==> src/rtl/frag_sched_pkg.sv <==
// Shared types and helpers for the fragment-interpolator scheduler.
package frag_sched_pkg;

  localparam int P_WIDTH = 66;

  typedef enum logic [1:0] {
    U_FREE     = 2'b00,
    U_BUSY     = 2'b01,
    U_COMPLETE = 2'b11
  } unit_state_t;

  // Returns {found, index} of the first set request bit at or after ptr,
  // wrapping modulo n (n <= 8, ptr < n).
  function automatic logic [3:0] rr_next(input logic [7:0] req,
                                         input logic [2:0] ptr,
                                         input int unsigned n);
    logic       found;
    logic [2:0] idx;
    logic [3:0] pos;
    found = 1'b0;
    idx   = '0;
    for (int unsigned i = 0; i < 8; i++) begin
      pos = {1'b0, ptr} + 4'(i);
      if (pos >= 4'(n)) pos = pos - 4'(n);
      if (!found && (i < n) && req[pos[2:0]]) begin
        found = 1'b1;
        idx   = pos[2:0];
      end
    end
    return {found, idx};
  endfunction

endpackage

==> src/rtl/frag_interp_scheduler_rr_arbiter.sv <==
// Round-robin arbiter: grants the first requester at or after ptr.
module rr_arbiter
  import frag_sched_pkg::*;
#(
  parameter int N = 2
) (
  input  logic [N-1:0] req,
  input  logic [2:0]   ptr,
  output logic [N-1:0] grant,
  output logic [2:0]   grant_idx,
  output logic         grant_valid
);

  logic [7:0] req_ext;
  logic [3:0] pick;

  // Zero-extend the request vector to the helper's fixed width.
  always_comb begin
    req_ext        = '0;
    req_ext[N-1:0] = req;
  end

  assign pick        = rr_next(req_ext, ptr, N);
  assign grant_valid = pick[3];
  assign grant_idx   = pick[2:0];

  // One-hot form of the granted index.
  always_comb begin
    grant = '0;
    for (int unsigned i = 0; i < N; i++) begin
      grant[i] = grant_valid && (grant_idx == 3'(i));
    end
  end

endmodule

==> src/rtl/frag_interp_scheduler.sv <==
// Sample-point scheduler feeding NUM_UNITS fragment interpolators.
// Optional build macro FRAG_SCHED_PERF_EN adds saturating perf counters.
module frag_interp_scheduler
  import frag_sched_pkg::*;
#(
  parameter int NUM_UNITS  = 2,
  parameter int FIFO_DEPTH = 4,
  parameter int TAG_WIDTH  = 8
) (
  input  logic                           clk,
  input  logic                           reset,
  input  logic                           in_valid,
  output logic                           in_ready,
  input  logic [P_WIDTH-1:0]             in_P,
  input  logic                           flush,
  output logic [NUM_UNITS-1:0]           unit_start,
  output logic [P_WIDTH*NUM_UNITS-1:0]   unit_P,
  input  logic [NUM_UNITS-1:0]           unit_ready,
  input  logic [NUM_UNITS-1:0]           unit_done,
  output logic                           out_valid,
  input  logic                           out_ready,
  output logic [2:0]                     out_unit,
  output logic [TAG_WIDTH-1:0]           out_tag,
  output logic                           busy
`ifdef FRAG_SCHED_PERF_EN
  ,
  output logic [31:0]                    perf_dispatched,
  output logic [31:0]                    perf_stall
`endif
);

  localparam int AW = $clog2(FIFO_DEPTH);
  localparam int CW = AW + 1;
  localparam int EW = P_WIDTH + TAG_WIDTH;
  localparam logic [CW-1:0] FULL_CNT = CW'(FIFO_DEPTH);

  logic [EW-1:0]        fifo_mem [FIFO_DEPTH];
  logic [AW-1:0]        rd_ptr, wr_ptr;
  logic [CW-1:0]        count, count_next;
  logic [TAG_WIDTH-1:0] tag_cnt;
  logic                 in_ready_q;
  logic                 push, pop, fifo_nonempty;
  logic [P_WIDTH-1:0]   head_p;
  logic [TAG_WIDTH-1:0] head_tag;

  unit_state_t          ustate [NUM_UNITS];
  logic [TAG_WIDTH-1:0] utag   [NUM_UNITS];
  logic [P_WIDTH-1:0]   up     [NUM_UNITS];

  logic [NUM_UNITS-1:0] disp_req, disp_grant;
  logic [2:0]           disp_idx, disp_ptr;
  logic                 disp_valid, disp_fire;

  logic [NUM_UNITS-1:0] cpl_req, cpl_grant, sel_onehot;
  logic [2:0]           cpl_idx, cpl_ptr, hold_idx;
  logic                 cpl_valid, hold_valid, accept;

  function automatic logic [2:0] wrap_inc(input logic [2:0] idx);
    return (idx == 3'(NUM_UNITS - 1)) ? 3'd0 : idx + 3'd1;
  endfunction

  assign in_ready      = in_ready_q && !reset;
  assign push          = in_valid && in_ready && !flush;
  assign fifo_nonempty = (count != '0);
  assign disp_fire     = disp_valid && fifo_nonempty && !flush;
  assign pop           = disp_fire;
  assign head_p        = fifo_mem[rd_ptr][EW-1:TAG_WIDTH];
  assign head_tag      = fifo_mem[rd_ptr][TAG_WIDTH-1:0];
  assign count_next    = count + CW'(push) - CW'(pop);

  // FIFO pointers, occupancy, registered in_ready and the tag counter.
  always_ff @(posedge clk) begin
    if (reset) begin
      rd_ptr     <= '0;
      wr_ptr     <= '0;
      count      <= '0;
      tag_cnt    <= '0;
      in_ready_q <= 1'b1;
    end else if (flush) begin
      rd_ptr     <= '0;
      wr_ptr     <= '0;
      count      <= '0;
      in_ready_q <= 1'b1;
    end else begin
      if (push) begin
        wr_ptr  <= wr_ptr + AW'(1);
        tag_cnt <= tag_cnt + TAG_WIDTH'(1);
      end
      if (pop) rd_ptr <= rd_ptr + AW'(1);
      count      <= count_next;
      in_ready_q <= (count_next != FULL_CNT);
    end
  end

  // FIFO storage; entries need no reset since occupancy gates every read.
  always_ff @(posedge clk) begin
    if (push) fifo_mem[wr_ptr] <= {in_P, tag_cnt};
  end

  // Request vectors for the two arbiters.
  always_comb begin
    disp_req = '0;
    cpl_req  = '0;
    for (int unsigned i = 0; i < NUM_UNITS; i++) begin
      disp_req[i] = (ustate[i] == U_FREE) && unit_ready[i];
      cpl_req[i]  = (ustate[i] == U_COMPLETE);
    end
  end

  rr_arbiter #(.N(NUM_UNITS)) u_disp_arb (
    .req         (disp_req),
    .ptr         (disp_ptr),
    .grant       (disp_grant),
    .grant_idx   (disp_idx),
    .grant_valid (disp_valid)
  );

  rr_arbiter #(.N(NUM_UNITS)) u_cpl_arb (
    .req         (cpl_req),
    .ptr         (cpl_ptr),
    .grant       (cpl_grant),
    .grant_idx   (cpl_idx),
    .grant_valid (cpl_valid)
  );

  // A stalled completion keeps its unit locked so a later done elsewhere
  // cannot change out_unit/out_tag before the handshake.
  always_comb begin
    sel_onehot = '0;
    out_tag    = '0;
    for (int unsigned i = 0; i < NUM_UNITS; i++) begin
      sel_onehot[i] = hold_valid ? (hold_idx == 3'(i)) : cpl_grant[i];
      if (out_valid && sel_onehot[i]) out_tag = utag[i];
    end
  end

  assign out_valid = cpl_valid;
  assign out_unit  = out_valid ? (hold_valid ? hold_idx : cpl_idx) : '0;
  assign accept    = out_valid && out_ready;

  // Completion lock and completion round-robin pointer.
  always_ff @(posedge clk) begin
    if (reset) begin
      hold_valid <= 1'b0;
      hold_idx   <= '0;
      cpl_ptr    <= '0;
    end else begin
      hold_valid <= out_valid && !out_ready;
      hold_idx   <= out_unit;
      if (accept) cpl_ptr <= wrap_inc(out_unit);
    end
  end

  // Per-unit state, latched point/tag, start pulse and dispatch pointer.
  always_ff @(posedge clk) begin
    if (reset) begin
      for (int unsigned i = 0; i < NUM_UNITS; i++) begin
        ustate[i] <= U_FREE;
        utag[i]   <= '0;
        up[i]     <= '0;
      end
      unit_start <= '0;
      disp_ptr   <= '0;
    end else begin
      unit_start <= disp_fire ? disp_grant : '0;
      if (disp_fire) disp_ptr <= wrap_inc(disp_idx);
      for (int unsigned i = 0; i < NUM_UNITS; i++) begin
        case (ustate[i])
          U_FREE: begin
            if (disp_fire && disp_grant[i]) begin
              ustate[i] <= U_BUSY;
              utag[i]   <= head_tag;
              up[i]     <= head_p;
            end
          end
          U_BUSY:     if (unit_done[i]) ustate[i] <= U_COMPLETE;
          U_COMPLETE: if (accept && sel_onehot[i]) ustate[i] <= U_FREE;
          default:    ustate[i] <= U_FREE;
        endcase
      end
    end
  end

  // Flatten per-unit points and summarise activity.
  always_comb begin
    unit_P = '0;
    busy   = fifo_nonempty || (|unit_start);
    for (int unsigned i = 0; i < NUM_UNITS; i++) begin
      unit_P[i*P_WIDTH +: P_WIDTH] = up[i];
      if (ustate[i] != U_FREE) busy = 1'b1;
    end
  end

`ifdef FRAG_SCHED_PERF_EN
  // Saturating counters for start pulses and stalled-with-work cycles.
  always_ff @(posedge clk) begin
    if (reset) begin
      perf_dispatched <= '0;
      perf_stall      <= '0;
    end else begin
      if ((|unit_start) && (perf_dispatched != '1))
        perf_dispatched <= perf_dispatched + 32'd1;
      if (fifo_nonempty && !(|disp_req) && (perf_stall != '1))
        perf_stall <= perf_stall + 32'd1;
    end
  end
`else
  // Performance counters are not built in this configuration.
`endif

endmodule

==> config.mk <==
export PLATFORM = sky130hd
export DESIGN_NAME = frag_interp_scheduler
export DESIGN_NICKNAME = d
export VERILOG_FILES = /design/src/rtl/frag_sched_pkg.sv /design/src/rtl/frag_interp_scheduler_rr_arbiter.sv /design/src/rtl/frag_interp_scheduler.sv
export SDC_FILE = /design/constraint.sdc
export NUM_CORES = 1
export LEC_CHECK = 0
export BUFFER_PORTS_ARGS = -buffer_cell sky130_fd_sc_hd__clkbuf_2
export CORE_UTILIZATION = 50
export CTS_CLUSTER_SIZE = 24
export DETAILED_ROUTE_END_ITERATION = 10
export PLACE_DENSITY = 0.74
export SYNTH_ARGS = -nofsm -noshare
export SYNTH_HDL_FRONTEND = slang
export SYNTH_SLANG_ARGS = --single-unit
==> constraint.sdc <==
create_clock -name clk -period 4.7 [get_ports clk]
set_clock_uncertainty 0.2 [all_clocks]
set_input_delay 0.705 -clock clk [delete_from_list [all_inputs] [get_ports clk]]
set_output_delay 0.705 -clock clk [all_outputs]
set_load 0.005 [all_outputs]
==> impl_metrics.toml <==
[layout]
utilization = 0.606
fin_cells = 1609
n_fill_cell = 2473
syn2layout_area_growth_pct = 18.9
nets = 1210
drive_gt1_frac = 0.352

[route]
first_iter_violations = 512
drt-pass1-iter-count = 6
drc_errors = 0
via_per_inst = 5.41
drtAntennaViolNets = 0
wl_per_cell_um = 20.4
routed_wl_mm = 32.8
vias = 8700

[critical_path]
crit_path_max_fanout = 11
slowest_stage = "or4b_4"
endpoint_kind = "output port"
cpPeakStageDelay_ns = 0.50
ff2ff_path_depth = 15
path_cells = "inv_1 -> ha_1 -> or4b_4 -> and3_4 -> o221ai_1 -> nand2_1 -> a21oi_2 -> a22o_1 -> clkbuf_2"
rr_endpoint = "in_ready_q$_SDFF_PP1_"
rrSetupSlack_ns = 0.66
critPathRequiredTime_ns = 3.80
cp.arrival_ns = 3.52
worstReg2RegStart = "disp_ptr[0]$_SDFFE_PP0N_"
startpoint_type = "flop"
critPathKind = "flop to output port"

[hold_path]
hold_path_depth = 1
hold_class = "input port to flop"
min_to = "fifo_mem[3][46]$_DFFE_PP_"
min_from = "in_P[38]"

[synthesis]
netlist_area_mm2 = 0.0176
ys.flop_type = "edfxtp_1"
synth.largest_area_cell = "edfxtp_1"
synth-edff-count = 448
synth.most_common_cell = "edfxtp_1"
yosys-top-cells-area = "edfxtp_1, mux4_2, dfxtp_1"
ys_warn_count = 0
netlist_instances = 868
yosysUniqueCellTypes = 50
ys_ff_latch = 478
yosys-top-cells-count = "edfxtp_1, and3_1, mux4_2"
syn_avg_cell_area_um2 = 20.3
synth_seq_area_share = 0.796
synth_top_area_frac = 0.762
synth_fp_nets = 961
async_flop_share = 0

[die]
die_w_um = 190
ios = 223
initial_core_util = 0.510
core_mm2 = 0.0346
row_count = 68
fp.dieH_um = 190
dieArea_mm2 = 0.0360

[placed_design]
dp.cells = 1524
port_buffers = 222
place_hpwl_mm = 19.9
place.gp.congestion = 0.797

[power_and_ir_drop]
p_seq_frac = 0.540
p_leak_nw = 7.72
switchingPower_mw = 1.78
power.density_mw_per_mm2 = 424
power_switching_share = 0.200
p_int_mw = 7.11
p_comb_frac = 0.042
clock_power_share = 0.418
ir_drop_mv = 0.412

[clock_tree]
clock-sinks = 478
path_clk_slew_ns = 0.06
clockBufferDepth = 3
cts-htree-levels = 2
clk_latency_ns = 0.54
postCtsSetupRepairBufs = 0
clk_root_buffer_cell = "clkbuf_16"
cts_tree = "done"
cts-buffers-inserted = 46

[grt]
grt_pass1_wl_mm = 50.0
grt_overflow = 0
grt_pass1_vias = 8935
grt_max_degree = 58
grtUsageMet1 = 0.247
met3_usage = 0.0387
grt_use_met2 = 0.300
antenna_found_initial = 1
globalRouteTotalUtil = 0.184
globalRoute.busiestLayer = "met2"

[sta]
setup_viol = 0
rsz0062_at_grt = "no"
max_slew_margin = 0.395
timing.final.crit_share = 0.941
tns_ns = 0
tightest_slew_ns = 0.908
fmax_ghz = 0.226
hold_violations = 0
fin_crit_ns = 4.42
drv_slew = 0

[run_status]
status = "finished clean"

[job]
drv_cap = 0
==> worst max path at each step <==
stage                                       to                     start  slack (ns)
finish                              out_tag[5]   cpl_ptr[0]$_SDFFE_PP0N_        0.28
global route                        out_tag[5]   cpl_ptr[0]$_SDFFE_PP0N_        0.01
CTS                                 out_tag[5]   cpl_ptr[0]$_SDFFE_PP0N_        0.09
detailed placement       in_ready_q$_SDFF_PP1_  disp_ptr[0]$_SDFFE_PP0N_        0.65
global placement         in_ready_q$_SDFF_PP1_  disp_ptr[0]$_SDFFE_PP0N_        0.74
floorplan           ustate[0][0]$_SDFFCE_PP0P_  disp_ptr[0]$_SDFFE_PP0N_        0.17
==> power by group through the flow <==
| stage | sequential, mW | combinational [mW] | clock (mW) |
|---|---|---|---|
| after floorplan | 4.89 | 0.185 | 0 |
| after CTS | 4.80 | 0.381 | 3.79 |
| after detailed placement | 4.89 | 0.380 | 0 |
| final | 4.80 | 0.376 | 3.71 |
| after global placement | 4.88 | 0.372 | 0 |
| after global routing | 4.81 | 0.414 | 3.94 |
==> layout by cell type (no fill, tap or decap), types with 4 or more instances in the layout <==
| cell type | n |
|---|---|
| clkbuf_16 | 49 |
| a21oi_1 | 12 |
| and2_4 | 4 |
| edfxtp_1 | 448 |
| nor2_1 | 28 |
| nor3_1 | 9 |
| bufinv_16 | 5 |
| buf_4 | 13 |
| dfxtp_1 | 28 |
| mux4_2 | 74 |
| and3_1 | 77 |
| inv_1 | 18 |
| nand3_1 | 9 |
| a22o_1 | 8 |
| nand2_1 | 27 |
| buf_12 | 6 |
| clkbuf_1 | 6 |
| xnor2_1 | 7 |
| xor2_1 | 8 |
| clkinv_1 | 7 |
| clkinv_2 | 12 |
| ha_1 | 17 |
| clkbuf_2 | 222 |
==> final cells by class <==
cell class,count,area [um^2],area share
flip-flops and latches,478,14100,0.670
multi-input cells,331,3400,0.162
repair buffers,241,1330,0.0633
clock buffers,57,1280,0.0608
well taps,455,569,0.0271
clock inverters,27,268,0.0128
inverters,19,72.6,0.00346
diodes,1,2.50,0.000119
==> metrics by stage <==
stage / cell area [um^2] / worst slack [ns] / hold slack (ns) / total power, mW
6_report: 21000 / 0.279 / 0.175 / 8.89
5_1_grt: 21000 / 0.0101 / 0.155 / 9.16
3_5_place_dp: 19400 / 0.646 / 0.314 / 5.27
2_1_floorplan: 17600 / 0.172 / 0.265 / 5.08
3_3_place_gp: 19400 / 0.738 / 0.298 / 5.26
4_1_cts: 21000 / 0.0874 / 0.150 / 8.97
==> per-layer routing <==
layer  vias to the layer above  share of wire  routed length (um)
met5                         -              0                   0
met4                         0          0.025                 829
met3                        59          0.056                1830
met2                       256           0.49               16200
met1                      4391           0.43               13900
li1                       3994              -                   -
==> state kept, by name, indices dropped and copies added (netlist names), named ones only <==
| name | cells |
|---|---|
| count | 3 |
| cpl_ptr | 3 |
| disp_ptr | 3 |
| fifo_mem | 296 |
| hold_idx | 3 |
| hold_valid | 1 |
| in_ready_q | 1 |
| rd_ptr | 2 |
| tag_cnt | 8 |
| unit_start | 2 |
| up | 132 |
| ustate | 4 |
| utag | 16 |
| wr_ptr | 2 |
==> what timing repair did <==
action	in CTS	in global routing
hold endpoints to repair	0	0
hold buffers	0	0
gates resized for setup	0	1
endpoints found under the setup margin	0	8
==> critical path: cells and delay by family (launching register included) <==
| family | cells | cell delay, ns |
|---|---|---|
| compound gates | 3 | 0.95 |
| fa+ha+maj | 1 | 0.24 |
| buf+inv | 2 | 0.28 |
| flops | 1 | 0.48 |
| simple gates | 3 | 1.02 |
==> logic make-up after synthesis <==
family	Yosys count	share of synthesized area
and+or+nand+nor	180	0.0565
adders and majority gates	18	0.0132
DFF	478	0.796
xor gates and xnor gates	15	0.00744
buffers and inverters	59	0.0128
AOI/OAI and AO/OA	43	0.0186
muxes	75	0.0951
(Power assumes the default switching activity.)
